File: config.mk
export PLATFORM = sky130hd
export DESIGN_NAME = seg_scan_ctrl_flat
export DESIGN_NICKNAME = d
export VERILOG_FILES = /design/src/rtl/seg_pkg.sv /design/src/rtl/seg_scan_ctrl_if.sv /design/src/rtl/seg7_decode.sv /design/src/rtl/seg_scan_ctrl.sv /design/src/flat_wrapper.sv
export SDC_FILE = /design/constraint.sdc
export NUM_CORES = 1
export LEC_CHECK = 0
export CORE_MARGIN = 1
export CORE_UTILIZATION = 42
export CTS_CLUSTER_DIAMETER = 30
export DETAILED_ROUTE_END_ITERATION = 16
export PLACE_DENSITY = 0.63
export SYNTH_ARGS = -nofsm -noshare
export SYNTH_HDL_FRONTEND = slang
export SYNTH_SLANG_ARGS = --single-unit
File: constraint.sdc
create_clock -name clk -period 4.1 [get_ports clk]
set_input_delay 1.23 -clock clk [delete_from_list [all_inputs] [get_ports clk]]
set_output_delay 1.23 -clock clk [all_outputs]
set_load 0.05 [all_outputs]
File: src/rtl/seg_pkg.sv
// seg_pkg: shared glyph table, scan state encoding and display polarity constants
package seg_pkg;

    typedef enum logic {BLANK = 1'b0, SHOW = 1'b1} state_t;

    localparam logic COM_ON  = 1'b0;
    localparam logic COM_OFF = 1'b1;
    localparam logic SEG_OFF = 1'b0;

    localparam logic [7:0] COM_ALL_OFF = {8{COM_OFF}};
    localparam logic [6:0] SEG_ALL_OFF = {7{SEG_OFF}};

    // {g,f,e,d,c,b,a} per hex value, entry 15 first
    localparam logic [15:0][6:0] GLYPH = {
        7'h71, 7'h79, 7'h5E, 7'h39, 7'h7C, 7'h77, 7'h6F, 7'h7F,
        7'h07, 7'h7D, 7'h6D, 7'h66, 7'h4F, 7'h5B, 7'h06, 7'h3F
    };

endpackage

File: src/rtl/seg_scan_ctrl_if.sv
// seg_scan_ctrl_if: digit register write bus and display options into the scan controller
interface seg_scan_ctrl_if;

    logic       wr_en;
    logic [2:0] wr_addr;
    logic [3:0] wr_data;
    logic       lz_en;

    modport master (output wr_en, wr_addr, wr_data, lz_en);
    modport slave  (input  wr_en, wr_addr, wr_data, lz_en);

endinterface

File: src/rtl/seg7_decode.sv
// seg7_decode: 4-bit hex value to active-high {g..a} segment pattern
module seg7_decode
    import seg_pkg::*;
(
    input  logic [3:0] digit,
    output logic [6:0] seg
);

    assign seg = GLYPH[digit];

endmodule

File: src/rtl/seg_scan_ctrl.sv
// seg_scan_ctrl: 8-digit multiplexed seven-segment scan with dead-time blanking and leading-zero suppression
module seg_scan_ctrl
    import seg_pkg::*;
#(
    parameter int SCAN_DIV = 50000,
    parameter int DEAD     = 16
) (
    input  logic             clk,
    input  logic             reset,
    seg_scan_ctrl_if.slave   bus,
    output logic             SEGA,
    output logic             SEGB,
    output logic             SEGC,
    output logic             SEGD,
    output logic             SEGE,
    output logic             SEGF,
    output logic             SEGG,
    output logic             SEGCOM1,
    output logic             SEGCOM2,
    output logic             SEGCOM3,
    output logic             SEGCOM4,
    output logic             SEGCOM5,
    output logic             SEGCOM6,
    output logic             SEGCOM7,
    output logic             SEGCOM8,
    output logic             slot_tick
);

    state_t      state;
    logic [19:0] cnt;
    logic [2:0]  idx;
    logic [3:0]  digit_reg [8];
    logic [3:0]  shadow;
    logic        shadow_blank;
    logic [7:0]  com_q;
    logic [6:0]  seg_q;
    logic        tick_q;
    logic [6:0]  glyph;
    logic [7:0]  nz;
    logic        zero_up;
    logic        latch;
    logic        last;

    for (genvar i = 0; i < 8; i++) begin : g_nz
        assign nz[i] = |digit_reg[i];
    end

    // digit idx and everything above it are zero -> candidate for suppression
    assign zero_up = (nz >> idx) == 8'd0;
    assign latch   = state == BLANK && cnt == 20'(DEAD - 1);
    assign last    = state == SHOW && cnt == 20'(SCAN_DIV - 1);

    seg7_decode u_dec (
        .digit (shadow),
        .seg   (glyph)
    );

    // digit register file written by the counter datapath
    always_ff @(posedge clk) begin
        if (!reset) begin
            for (int i = 0; i < 8; i++) digit_reg[i] <= 4'd0;
        end else if (bus.wr_en) begin
            digit_reg[bus.wr_addr] <= bus.wr_data;
        end
    end

    // scan FSM; outputs follow the state one cycle later so blanking brackets every strobe
    always_ff @(posedge clk) begin
        if (!reset) begin
            state        <= BLANK;
            cnt          <= 20'd0;
            idx          <= 3'd0;
            shadow       <= 4'd0;
            shadow_blank <= 1'b0;
            com_q        <= COM_ALL_OFF;
            seg_q        <= SEG_ALL_OFF;
            tick_q       <= 1'b0;
        end else begin
            cnt    <= last ? 20'd0 : cnt + 20'd1;
            com_q  <= state == SHOW ? COM_ALL_OFF ^ (8'd1 << idx) : COM_ALL_OFF;
            seg_q  <= state == SHOW && !shadow_blank ? glyph : SEG_ALL_OFF;
            tick_q <= last;
            if (latch) begin
                shadow       <= digit_reg[idx];
                shadow_blank <= bus.lz_en && idx != 3'd0 && zero_up;
                state        <= SHOW;
            end
            if (last) begin
                idx   <= idx + 3'd1;
                state <= BLANK;
            end
        end
    end

    assign {SEGG, SEGF, SEGE, SEGD, SEGC, SEGB, SEGA} = seg_q;
    assign {SEGCOM8, SEGCOM7, SEGCOM6, SEGCOM5, SEGCOM4, SEGCOM3, SEGCOM2, SEGCOM1} = com_q;
    assign slot_tick = tick_q;

endmodule

File: src/flat_wrapper.sv
// flat-port wrapper written by rule: the top's interface ports become plain ports
module seg_scan_ctrl_flat import seg_pkg::*;
#(
    parameter int SCAN_DIV = 50000,
    parameter int DEAD     = 16
)
  (clk, reset, SEGA, SEGB, SEGC, SEGD, SEGE, SEGF, SEGG, SEGCOM1, SEGCOM2, SEGCOM3, SEGCOM4, SEGCOM5, SEGCOM6, SEGCOM7, SEGCOM8, slot_tick, bus_wr_en, bus_wr_addr, bus_wr_data, bus_lz_en);
  seg_scan_ctrl_if bus_i ();
  input  logic clk;
  input  logic reset;
  output logic SEGA;
  output logic SEGB;
  output logic SEGC;
  output logic SEGD;
  output logic SEGE;
  output logic SEGF;
  output logic SEGG;
  output logic SEGCOM1;
  output logic SEGCOM2;
  output logic SEGCOM3;
  output logic SEGCOM4;
  output logic SEGCOM5;
  output logic SEGCOM6;
  output logic SEGCOM7;
  output logic SEGCOM8;
  output logic slot_tick;
  input wire logic [$bits(bus_i.wr_en)-1:0] bus_wr_en;
  input wire logic [$bits(bus_i.wr_addr)-1:0] bus_wr_addr;
  input wire logic [$bits(bus_i.wr_data)-1:0] bus_wr_data;
  input wire logic [$bits(bus_i.lz_en)-1:0] bus_lz_en;
  assign bus_i.wr_en = bus_wr_en;
  assign bus_i.wr_addr = bus_wr_addr;
  assign bus_i.wr_data = bus_wr_data;
  assign bus_i.lz_en = bus_lz_en;
  seg_scan_ctrl #(.SCAN_DIV(SCAN_DIV), .DEAD(DEAD)) u_core (.clk(clk), .reset(reset), .bus(bus_i), .SEGA(SEGA), .SEGB(SEGB), .SEGC(SEGC), .SEGD(SEGD), .SEGE(SEGE), .SEGF(SEGF), .SEGG(SEGG), .SEGCOM1(SEGCOM1), .SEGCOM2(SEGCOM2), .SEGCOM3(SEGCOM3), .SEGCOM4(SEGCOM4), .SEGCOM5(SEGCOM5), .SEGCOM6(SEGCOM6), .SEGCOM7(SEGCOM7), .SEGCOM8(SEGCOM8), .slot_tick(slot_tick));
endmodule
======== After elaboration in Yosys (flattened, before gate mapping) ========
Memory sizes are Yosys's and may differ from the RTL's. A register that Yosys moved wholly into a read port is not among the register bits.
Cells that the tools add are included.
operators by class
  add/sub/neg operators ................... 2
  eq/ne operators ......................... 2
  shift operators ......................... 2
  muxes and demuxes ....................... 7
  bitwise operators ....................... 3
  reduce and logical (&&, ||, !) cells .... 22
operator list
  cell                                             count
  OR reduction 4 bit                               9
  adder 20 x 1 -> 20 bit, second input constant    1
  == test 20 x 16 -> 1 bit, second input constant  1
  == test 20 x 4 -> 1 bit, second input constant   1
  logical NOT 8 bit                                1
  inverter 8 bit                                   1
  left shift 1 x 3 -> 8 bit, first input constant  1
  >> shifter 8 x 3 -> 8 bit                        1
  logical AND 1 bit                                5
  2-to-1 mux 1 bit                                 5
  2-to-1 mux 4 bit                                 1
  AND reduction 2 bit                              2
  adder 3 x 1 -> 3 bit, second input constant      1
  logical NOT 1 bit                                3
  2-to-1 mux 3 bit                                 1
  nonzero test 3 bit                               1
  inverter 1 bit                                   2
  OR reduction 2 bit                               1
storage, ports and cells
  flip-flop bits (word level) ............. 34
  RAM bits ................................ 32
  memory bits (read-only) ................. 112
  input bits .............................. 11
  output and inout bits ................... 16
  logic and storage cells ................. 46
  memories ................................ 2
memories
  memory            words  bits a word  rd ports  clocked after memory_dff  wr ports  RTL line             text
  (no name shown)   16     7            1         1                         0         seg7_decode.sv:9     assign seg = GLYPH[digit];
  u_core.digit_reg  8      4            9         1                         8         seg_scan_ctrl.sv:32  logic [3:0] digit_reg [8];

======== Logic depth before layout (Yosys ltp) ========
Gate-level depths: netlist of run 1.
  word-level depth ........................ 5
  mapped depth ............................ 8

======== Hierarchy ========
Synthesis of run 1 repeated with hierarchy kept, for this count alone.
unflattened totals
  cell total of the unflattened synthesis .. 332
  area, all modules ....................... 3647.2 µm²
by module, submodules not included
  module         instances  cells an instance  area each (µm²)  seq. area each (µm²)
  seg_scan_ctrl  1          299                3359.5           1861.8
  seg7_decode    1          33                 287.8            0.0

======== Worst setup path before layout of run 1 ========
OpenSTA, ideal clock, no wires.
  kind .................................... input to register
  start ................................... input port bus_lz_en
  end ..................................... register u_core.shadow_blank
  arrival time ............................ 2.332 ns
  data required time ...................... 4.025 ns
  setup slack ............................. 1.694 ns
  cell stages on the path ................. 4
  cell sequence ........................... or4b_2 a2111oi_0 o2111ai_1 o22ai_1
between the ends
  word-level cells in the longest chain between the ends .. 2
RTL lines
  element                          RTL line             text
  from (decl)                      flat_wrapper.sv:30   input wire logic [$bits(bus_i.lz_en)-1:0] bus_lz_en;
  logical AND 1 bit (2 in series)  seg_scan_ctrl.sv:85  shadow_blank <= bus.lz_en && idx != 3'd0 && zero_up;
  to (signal assigned)             seg_scan_ctrl.sv:85
  to (decl)                        seg_scan_ctrl.sv:34  logic shadow_blank;
Every way passes these cells.
A chain may end at the register's enable or synchronous reset.

==> results of run 1 <==
[final cells by class]
class                      instances  area, um^2
clock buffer                      10         138
clock inverter                     6        35.0
fill                             787        4160
inverter                           9        33.8
multi-input combinational        230        1630
sequential                        77        1860
tap                              105         131
timing repair buffer              27         268
[synthesized netlist by cell type (all sizes together) (2+ instances only)]
cell type and instances:
dfxtp 45, nor2b 3, nor2 43, buf 6
nand3 13, nand2b 6, clkinv 2, xor2 12
and3 5, and2 32, and4 2, nand2 23
nand3b 2, edfxtp 32, nand4 10, a211oi 4
nor4 8, mux4 9, ha 14, o21ai 11
or4 2, mux2i 3, nor3 5, xnor2 7
clkbuf 6, inv 7, a311oi 4
[path summary, 6_finish.rpt]
check | startpoint | end | slack [ns] | depth (start not counted)
min | u_core.cnt[0] | u_core.cnt[0] | 0.48 | 1
max reg2reg | u_core.cnt[0] | u_core.cnt[5] | 1.76 | 6
max | reset | u_core.digit_reg[4][0] | 1.33 | 4
min reg2reg | u_core.cnt[0] | u_core.cnt[0] | 0.48 | 1
[cell families after synthesis]
family                   count (synthesis)
AO/OA/AOI/OAI                           27
XOR/XNOR                                19
adder cells (fa/ha/maj)                 14
buffers and inverters                   21
flip-flops                              77
multiplexers                            12
AND/OR/NAND/NOR                        158
[stage by stage]
step	setup slack, ns	total power [mW]	hold slack (ns)
3_3_place_gp	1.05	0.907	0.447
6_report	1.33	1.40	0.477
5_1_grt	1.12	1.46	0.494
2_1_floorplan	1.69	0.878	0.430
3_5_place_dp	0.974	0.909	0.468
4_1_cts	1.34	1.41	0.484
[metal layers]
layer | track usage [%] | vias up
met5 | 0 | -
met4 | 5.30 | 0
met3 | 4.35 | 6
met2 | 26.8 | 42
met1 | 21.8 | 1160
li1 | - | 1226
[power by group]
group	leakage, nW	switching, mW	internal [mW]	total (mW)
registers	0.670	0.0146	0.820	0.835
logic	0.688	0.0314	0.0242	0.0556
clock network	0.0965	0.276	0.235	0.511
[worst reg2reg max path: stages (launching register included)]
cell and delay (ns):
dfxtp_1 0.37, ha_1 0.21, and3_1 0.26, nand4_2 0.16, or3_1 0.54, nand2_1 0.56
nor2_1 0.12
==> results_dict.tcl, run 1 <==
set metrics [dict create \
    status "finished clean" \
    synth_enable_flop_cells 32 \
    final_cell_mix "45 x dfxtp_1, 43 x nor2_1, 32 x and2_1, 32 x edfxtp_1, 26 x clkdlybuf4s50_1" \
    fp.coreArea_um2 8260 \
    grt_pass1_wl_mm 11.2 \
    setup_viol 0 \
    syn_area_um2 3600 \
    max_freq_ghz 0.361 \
    postCtsHoldBufs 0 \
    cellLeakagePower_nw 1.45 \
    clkTransAtPathRegs_ns 0.08 \
    clock_sinks 77 \
    post_dp_cell_area_um2 3920 \
    period_needed_ns 2.77 \
    synth-xor-area-share_pct 4.63 \
    fp.dieH_um 94.5 \
    cap_violations 0 \
    ys_types 47 \
    fin_cells 464 \
    cts_buffer_depth 2 \
    async_reset_ff_share_pct 0 \
    fin_tns_setup_ns 0 \
    grt_pass1_vias 2280 \
    skew_ns 0.0169 \
    final_area_um2 4100 \
    synth_seq_area_share_pct 51.8 \
    die_w_um 94.5 \
    drive_above_1_share_pct 10.0 \
    worstMarginPinSlew_ns 0.728 \
    cts_setup_buffers 0 \
    vias 2434 \
    drc 0 \
    ys.flop_type "dfxtp_1" \
    grt_max_degree 21 \
    post-dp-hpwl_mm 4.93 \
    cp_max_fo 9 \
    dr_wl_met3_um 239 \
    insertion_delay_ns 0.35 \
    max_slew_margin_pct 51.4 \
    start_kind "input port" \
    synth_top_cells_by_area "edfxtp_1 27%, dfxtp_1 25%, mux4_2 5.6%" \
    portBuffers 26 \
    wl_mm 6.71 \
    critical_path_class "input port to flip-flop" \
    crit_family "simple AND/OR/NAND/NOR gates" \
    drt_pre_antenna_iters 4 \
    hold_viol 0 \
    yosysTopAreaCell "edfxtp_1" \
    synth_compound_area_share_pct 5.22 \
    final_net_count 379 \
    cts-root-buf "clkbuf_8" \
    place_congestion 0.762 \
    syn_nets 353 \
    dp_cells 448 \
    num_rows 33 \
    met2_length_mm 3.22 \
    io_pins 27 \
    maxUsedRoutingLayer "met4" \
    cts_made_buffers 9 \
    worstSetupEndpointType "flip-flop" \
    final_common_cell "dfxtp_1" \
    syn2layout_area_growth_pct 13.9 \
    antenna_cells 0 \
    wl_per_cell_um 14.5 \
    syn_avg_cell_area_um2 11.0 \
    yosys_warnings 0 \
    synth_top_area_share_pct 26.7 \
    track_usage_pct 16.6 \
    drv_slew 0 \
    ir_worst_vdd_v 0.000207 \
    worstPathArrival_ns 2.81 \
    crit_path_top_delay_cell "clkdlybuf4s50_1" \
    cts_tree "done" \
    post_cts_resized 0 \
    antenna_left 0 \
    rsz0062_at_grt "false" \
    syn_inst 328 \
    path_buf_inv 1 \
    synthSimpleGateAreaFrac_pct 24.1 \
    synthAdderAreaFrac_pct 4.87 \
    grt-ovfl-total 0 \
    final_util_pct 49.6 \
    die_area_um2 8940 \
    cts_max_level 3 \
    drtIter0Drc 109 \
    met1Wirelength_mm 3.19 \
    synth_mux_area_share_pct 6.47 \
    synth_top_family_by_area "simple AND/OR/NAND/NOR gates" \
    largest_reg_flops 32 \
    finalCritPeriodShare_pct 67.5 \
    cp_cell_sequence "clkdlybuf4s50_1, nand3_1, nor3_1, nand2b_1" \
    vias_per_cell 5.25 \
    power_density_nw_per_um2 342 \
    hp-class "flip-flop to flip-flop" \
    max_stage_delay_ns 0.70 \
    critPathRequiredTime_ns 4.15 \
    antenna_found_initial 0 \
    start_util_pct 43.5 \
    synth_seq_cells 77 \
]
(Power assumes the default switching activity.)
==> run 2: changes to the inputs <==
==> constraint.sdc (replaced) <==
create_clock -name clk -period 2.7 [get_ports clk]
set_input_delay 0.81 -clock clk [delete_from_list [all_inputs] [get_ports clk]]
set_output_delay 0.81 -clock clk [all_outputs]
set_load 0.05 [all_outputs]
==> run 2 against run 1 <==
  * Die area unchanged
  * Critical path depth rose by 2
  * Sequential power increased by 52%
  * Sequential cell count stayed put
  * Total power grew 49%
  * Global-route usage is 0.48 points higher
  * Final area is 0.46% higher
  * Count of clock-buffer cells in the layout increased by 2
  * Wire length rose by 2.1%
==> results_dict.tcl, run 2 (synthesis gave the netlist of run 1 again) <==
set metrics [dict create \
    fin_cells 468 \
    grt_pass1_wl_mm 11.2 \
    wl_per_cell_um 14.6 \
    cts_max_level 3 \
    fin_tns_setup_ns 0 \
    antenna_cells 0 \
    whs_ns 0.477 \
    grt_max_degree 21 \
    skew_ns 0.00772 \
    worstPathArrival_ns 2.58 \
    cts_made_buffers 9 \
    max_slew_margin_pct 55.1 \
    final_common_cell "dfxtp_1" \
    cts_tree "done" \
    p_total_mw 2.08 \
    hp-class "flip-flop to flip-flop" \
    power_density_nw_per_um2 507 \
    grt-ovfl-total 0 \
    track_usage_pct 17.1 \
    critical_path_class "flip-flop to flip-flop" \
    syn2layout_area_growth_pct 14.4 \
    max_freq_ghz 0.422 \
    dp_cells 453 \
    wl_mm 6.85 \
    die_area_um2 8940 \
    postCtsHoldBufs 0 \
    largest_reg_flops 32 \
    post_dp_cell_area_um2 3960 \
    clock_sinks 77 \
    place_congestion 0.751 \
    clkTransAtPathRegs_ns 0.08 \
    insertion_delay_ns 0.34 \
    final_cell_mix "45 x dfxtp_1, 43 x nor2_1, 32 x and2_1, 32 x edfxtp_1, 26 x clkdlybuf4s50_1" \
    start_util_pct 43.5 \
    cts-root-buf "clkbuf_8" \
    post-dp-hpwl_mm 5.01 \
    cts_buffer_depth 2 \
    vias 2407 \
    drtIter0Drc 59 \
    final_net_count 384 \
    num_rows 33 \
    final_area_um2 4110 \
    drc 0 \
    hold_viol 0 \
    p_sw_mw 0.463 \
    worstSetupEndpointType "flip-flop" \
    dr_wl_met3_um 177 \
    critPathRequiredTime_ns 2.91 \
    worst_slack_ns 0.330 \
    grt_pass1_vias 2317 \
    rsz0062_at_grt "false" \
    drive_above_1_share_pct 10.5 \
    cellLeakagePower_nw 1.47 \
    portBuffers 26 \
    vias_per_cell 5.14 \
    status "finished clean" \
    fill_cells 801 \
    period_needed_ns 2.37 \
    post_cts_resized 0 \
    cp_max_fo 20 \
    ir_worst_vdd_v 0.000189 \
    met1Wirelength_mm 3.27 \
    met2_length_mm 3.30 \
    place_ws_ns 0.127 \
    fp.coreArea_um2 8260 \
    antenna_found_initial 0 \
    antenna_left 0 \
    finalCritPeriodShare_pct 87.8 \
    cts_setup_buffers 0 \
    intPower_mw 1.62 \
    setup_viol 0 \
    switching_share_pct 22.2 \
    fp.dieH_um 94.5 \
    worstMarginPinSlew_ns 0.673 \
    die_w_um 94.5 \
    p_comb_share_pct 4.3 \
    power_frac_seq_pct 60.8 \
    drt_pre_antenna_iters 4 \
    maxUsedRoutingLayer "met4" \
    start_kind "flip-flop" \
    drv_slew 0 \
    clkPwrFrac_pct 34.8 \
    io_pins 27 \
    cap_violations 0 \
    final_util_pct 49.8 \
]
## run 2: changes by cell type in the layout (fill, tap and decap cells not counted), sizes merged
cell / previous run / this run
inv: 9 / 7
clkinv: 6 / 5
buf: 1 / 6
clkbuf: 10 / 12
## run 2: area by class of cell
type | count | area, um^2 | share of cell area [%]
Timing Repair Buffer | 32 | 305 | 7.42
Clock buffer | 12 | 139 | 3.38
Clock inverter | 3 | 15.0 | 0.365
Multi-Input combinational cell | 230 | 1630 | 39.6
Tap cell | 105 | 131 | 3.19
Inverter | 9 | 33.8 | 0.821
Sequential cell | 77 | 1860 | 45.3
## run 2: power by group through the flow
stage                     clock network, mW  logic (mW)  registers (mW)
final                                 0.726      0.0900            1.27
after global routing                  0.799      0.0983            1.27
after CTS                             0.748      0.0914            1.27
after detailed placement                  0      0.0909            1.30
after global placement                    0      0.0894            1.29
after floorplan                           0      0.0497            1.28
## run 2: path summary, 6_finish.rpt
kind	from	end	slack, ns	cells after the start
worst min-delay path	u_core.shadow_blank	u_core.shadow_blank	0.48	2
worst max register to register	u_core.cnt[0]	u_core.cnt[9]	0.33	6
worst min register to register	u_core.shadow_blank	u_core.shadow_blank	0.48	2
worst max-delay path	u_core.cnt[0]	u_core.cnt[9]	0.33	6
## run 2: critical path, cell delays in order (launching register included)
cell and delay [ns]:
dfxtp_1 0.39, ha_1 0.22, and3_1 0.25, nand4_2 0.16
or3_1 0.54, nand2_1 0.57, nor2_1 0.11
## run 2: per-layer routing
metal  track usage [%]  vias up
li1                  -     1227
met1              21.5     1131
met2              27.8       39
met3              3.38       10
met4              8.96        0
met5                 0        -
==> run 3: changes to the inputs <==
--- a/config.mk
+++ b/config.mk
@@ -6,10 +6,11 @@
 export NUM_CORES = 1
 export LEC_CHECK = 0
 export CORE_MARGIN = 1
-export CORE_UTILIZATION = 42
+export CORE_UTILIZATION = 45
 export CTS_CLUSTER_DIAMETER = 30
 export DETAILED_ROUTE_END_ITERATION = 16
-export PLACE_DENSITY = 0.63
+export GPL_ROUTABILITY_DRIVEN = 0
+export PLACE_DENSITY = 0.67
 export SYNTH_ARGS = -nofsm -noshare
 export SYNTH_HDL_FRONTEND = slang
 export SYNTH_SLANG_ARGS = --single-unit
==> run 3 against run 2 <==
  * Setup slack improved by 0.040 ns
  * Critical endpoint is now u_core.cnt[6]
  * Sequential power hardly changed
  * Non-clock buffer count increased by 2
  * Die area is 6.5% lower
  * Critical path type unchanged
  * Global-route usage is 0.12 points higher
  * Count of clock-buffer cells in the layout down 2
  * First-iteration DRC count is 24% higher
  * Sequential share of layout area fell by 0.58 points
  * Clock power rose by 21%
  * Final area increased by 1.3%
  * Sequential cell count did not move
==> results_dict.tcl, run 3 (synthesis gave the netlist of run 1 again) <==
set metrics [dict create \
    status "finished clean" \
    cellLeakagePower_nw 1.50 \
    setup_viol 0 \
    syn2layout_area_growth_pct 15.9 \
    cts_buffer_depth 2 \
    worstSetupEndpointType "flip-flop" \
    finalCritPeriodShare_pct 86.3 \
    fill_cells 688 \
    portBuffers 26 \
    cts_tree "done" \
    die_w_um 91.4 \
    skew_ns 0.00990 \
    cts_max_level 3 \
    switching_share_pct 22.2 \
    cp-startpoint "u_core.cnt[0]" \
    dp_cells 452 \
    final_common_cell "dfxtp_1" \
    clock_sinks 77 \
    critPathRequiredTime_ns 2.92 \
    fin_tns_setup_ns 0 \
    clkTransAtPathRegs_ns 0.08 \
    drc 0 \
    whs_path_depth 1 \
    post-dp-hpwl_mm 4.75 \
    cts_made_buffers 9 \
    start_kind "flip-flop" \
    largest_reg_flops 32 \
    hold_viol 0 \
    final_net_count 386 \
    power_density_nw_per_um2 536 \
    p_sw_mw 0.496 \
    ir_worst_vdd_v 0.000215 \
    io_pins 27 \
    critical_path_class "flip-flop to flip-flop" \
    crit_path_top_delay_cell "nand2_1" \
    final_cell_mix "45 x dfxtp_1, 43 x nor2_1, 32 x and2_1, 32 x edfxtp_1, 26 x clkdlybuf4s50_1" \
    antenna_found_initial 0 \
    final_area_um2 4170 \
    intPower_mw 1.74 \
    cap_violations 0 \
    vias_per_cell 5.15 \
    antenna_left 0 \
    postCtsHoldBufs 0 \
    grt_max_degree 21 \
    drv_slew 0 \
    clkPwrFrac_pct 39.3 \
    r2r-end "u_core.cnt[6]" \
    track_usage_pct 17.2 \
    antenna_cells 0 \
    max_slew_margin_pct 55.8 \
    post_dp_cell_area_um2 3970 \
    ff2ff_setup_slack_ns 0.37 \
    grt-ovfl-total 0 \
    hold_path_end "u_core.cnt[0]" \
    period_needed_ns 2.33 \
    cp_max_fo 20 \
    drt_pre_antenna_iters 4 \
    min_from "u_core.cnt[0]" \
    worstPathArrival_ns 2.55 \
    drtIter0Drc 73 \
    worstMarginPinSlew_ns 0.661 \
    post_cts_resized 0 \
    fin_cells 468 \
    rsz0062_at_grt "false" \
    grt_pass1_wl_mm 11.2 \
    wl_per_cell_um 13.8 \
    vias 2409 \
    hp-class "flip-flop to flip-flop" \
    insertion_delay_ns 0.35 \
    max_stage_delay_ns 0.55 \
    die_area_um2 8350 \
    cp_cell_sequence "ha_1, and3_1, nand4_2, or3_1, nand2_1, nor2_1" \
    r2r_start "u_core.cnt[0]" \
    rr_worst_depth 6 \
    grt_pass1_vias 2328 \
    power_frac_seq_pct 56.7 \
    wl_mm 6.45 \
    drive_above_1_share_pct 11.7 \
    fp.dieH_um 91.4 \
    cts_setup_buffers 0 \
    max_freq_ghz 0.429 \
    fp.coreArea_um2 7730 \
    p_comb_share_pct 4.0 \
    start_util_pct 46.5 \
    num_rows 32 \
    cts-root-buf "clkbuf_8" \
]
==> run 3: worst max-delay path by stage <==
| stage | slack, ns | depth (start not counted) | to |
|---|---|---|---|
| 6_report | 0.37 | 6 | u_core.cnt[6] |
| 5_1_grt | 0.16 | 6 | u_core.cnt[5] |
| 4_1_cts | 0.31 | 6 | u_core.cnt[6] |
| 3_5_place_dp | 0.16 | 5 | u_core.shadow_blank |
| 3_3_place_gp | 0.15 | 5 | u_core.shadow_blank |
| 2_1_floorplan | 0.71 | 4 | u_core.shadow_blank |
==> run 3: cell type report <==
| cell class | instances | area (um^2) | area share, % |
|---|---|---|---|
| inverter | 9 | 33.8 | 0.811 |
| clock buffer | 10 | 138 | 3.30 |
| tap | 102 | 128 | 3.06 |
| clock inverter | 6 | 58.8 | 1.41 |
| sequential | 77 | 1860 | 44.7 |
| timing repair buffer | 34 | 320 | 7.69 |
| multi-input combinational | 230 | 1630 | 39.1 |
==> run 3: power by group through the flow <==
stage	sequential, mW	clock, mW	combinational [mW]
after floorplan	1.28	0	0.0497
after global placement	1.29	0	0.0893
after detailed placement	1.29	0	0.0912
after CTS	1.27	0.899	0.0915
after global routing	1.27	0.940	0.0998
final	1.27	0.878	0.0898
==> run 3: worst max-delay path: cells and delay by family (launching register included) <==
kind / cells / cell delay (ns)
flip-flops: 1 / 0.37
AND/OR/NAND/NOR: 5 / 1.61
adder cells (fa/ha/maj): 1 / 0.21
==> run 3: per-stage QoR <==
| step | utilization [%] | power, mW | setup WS [ns] | hold WS, ns |
|---|---|---|---|---|
| 6_report | 53.9 | 2.23 | 0.370 | 0.465 |
| 5_1_grt | 53.9 | 2.31 | 0.161 | 0.505 |
| 4_1_cts | 53.9 | 2.26 | 0.312 | 0.470 |
| 3_5_place_dp | 51.4 | 1.38 | 0.162 | 0.452 |
| 3_3_place_gp | 51.4 | 1.38 | 0.145 | 0.442 |
| 2_1_floorplan | - | 1.33 | 0.714 | 0.430 |
==> run 3: layer usage <==
metal  up-vias  routed length, um  track usage, %
li1       1232                  -               -
met1      1117               3110            22.2
met3        13                217            3.85
met5         -                  0               0
met2        47               2980            27.0
met4         0                145            8.99
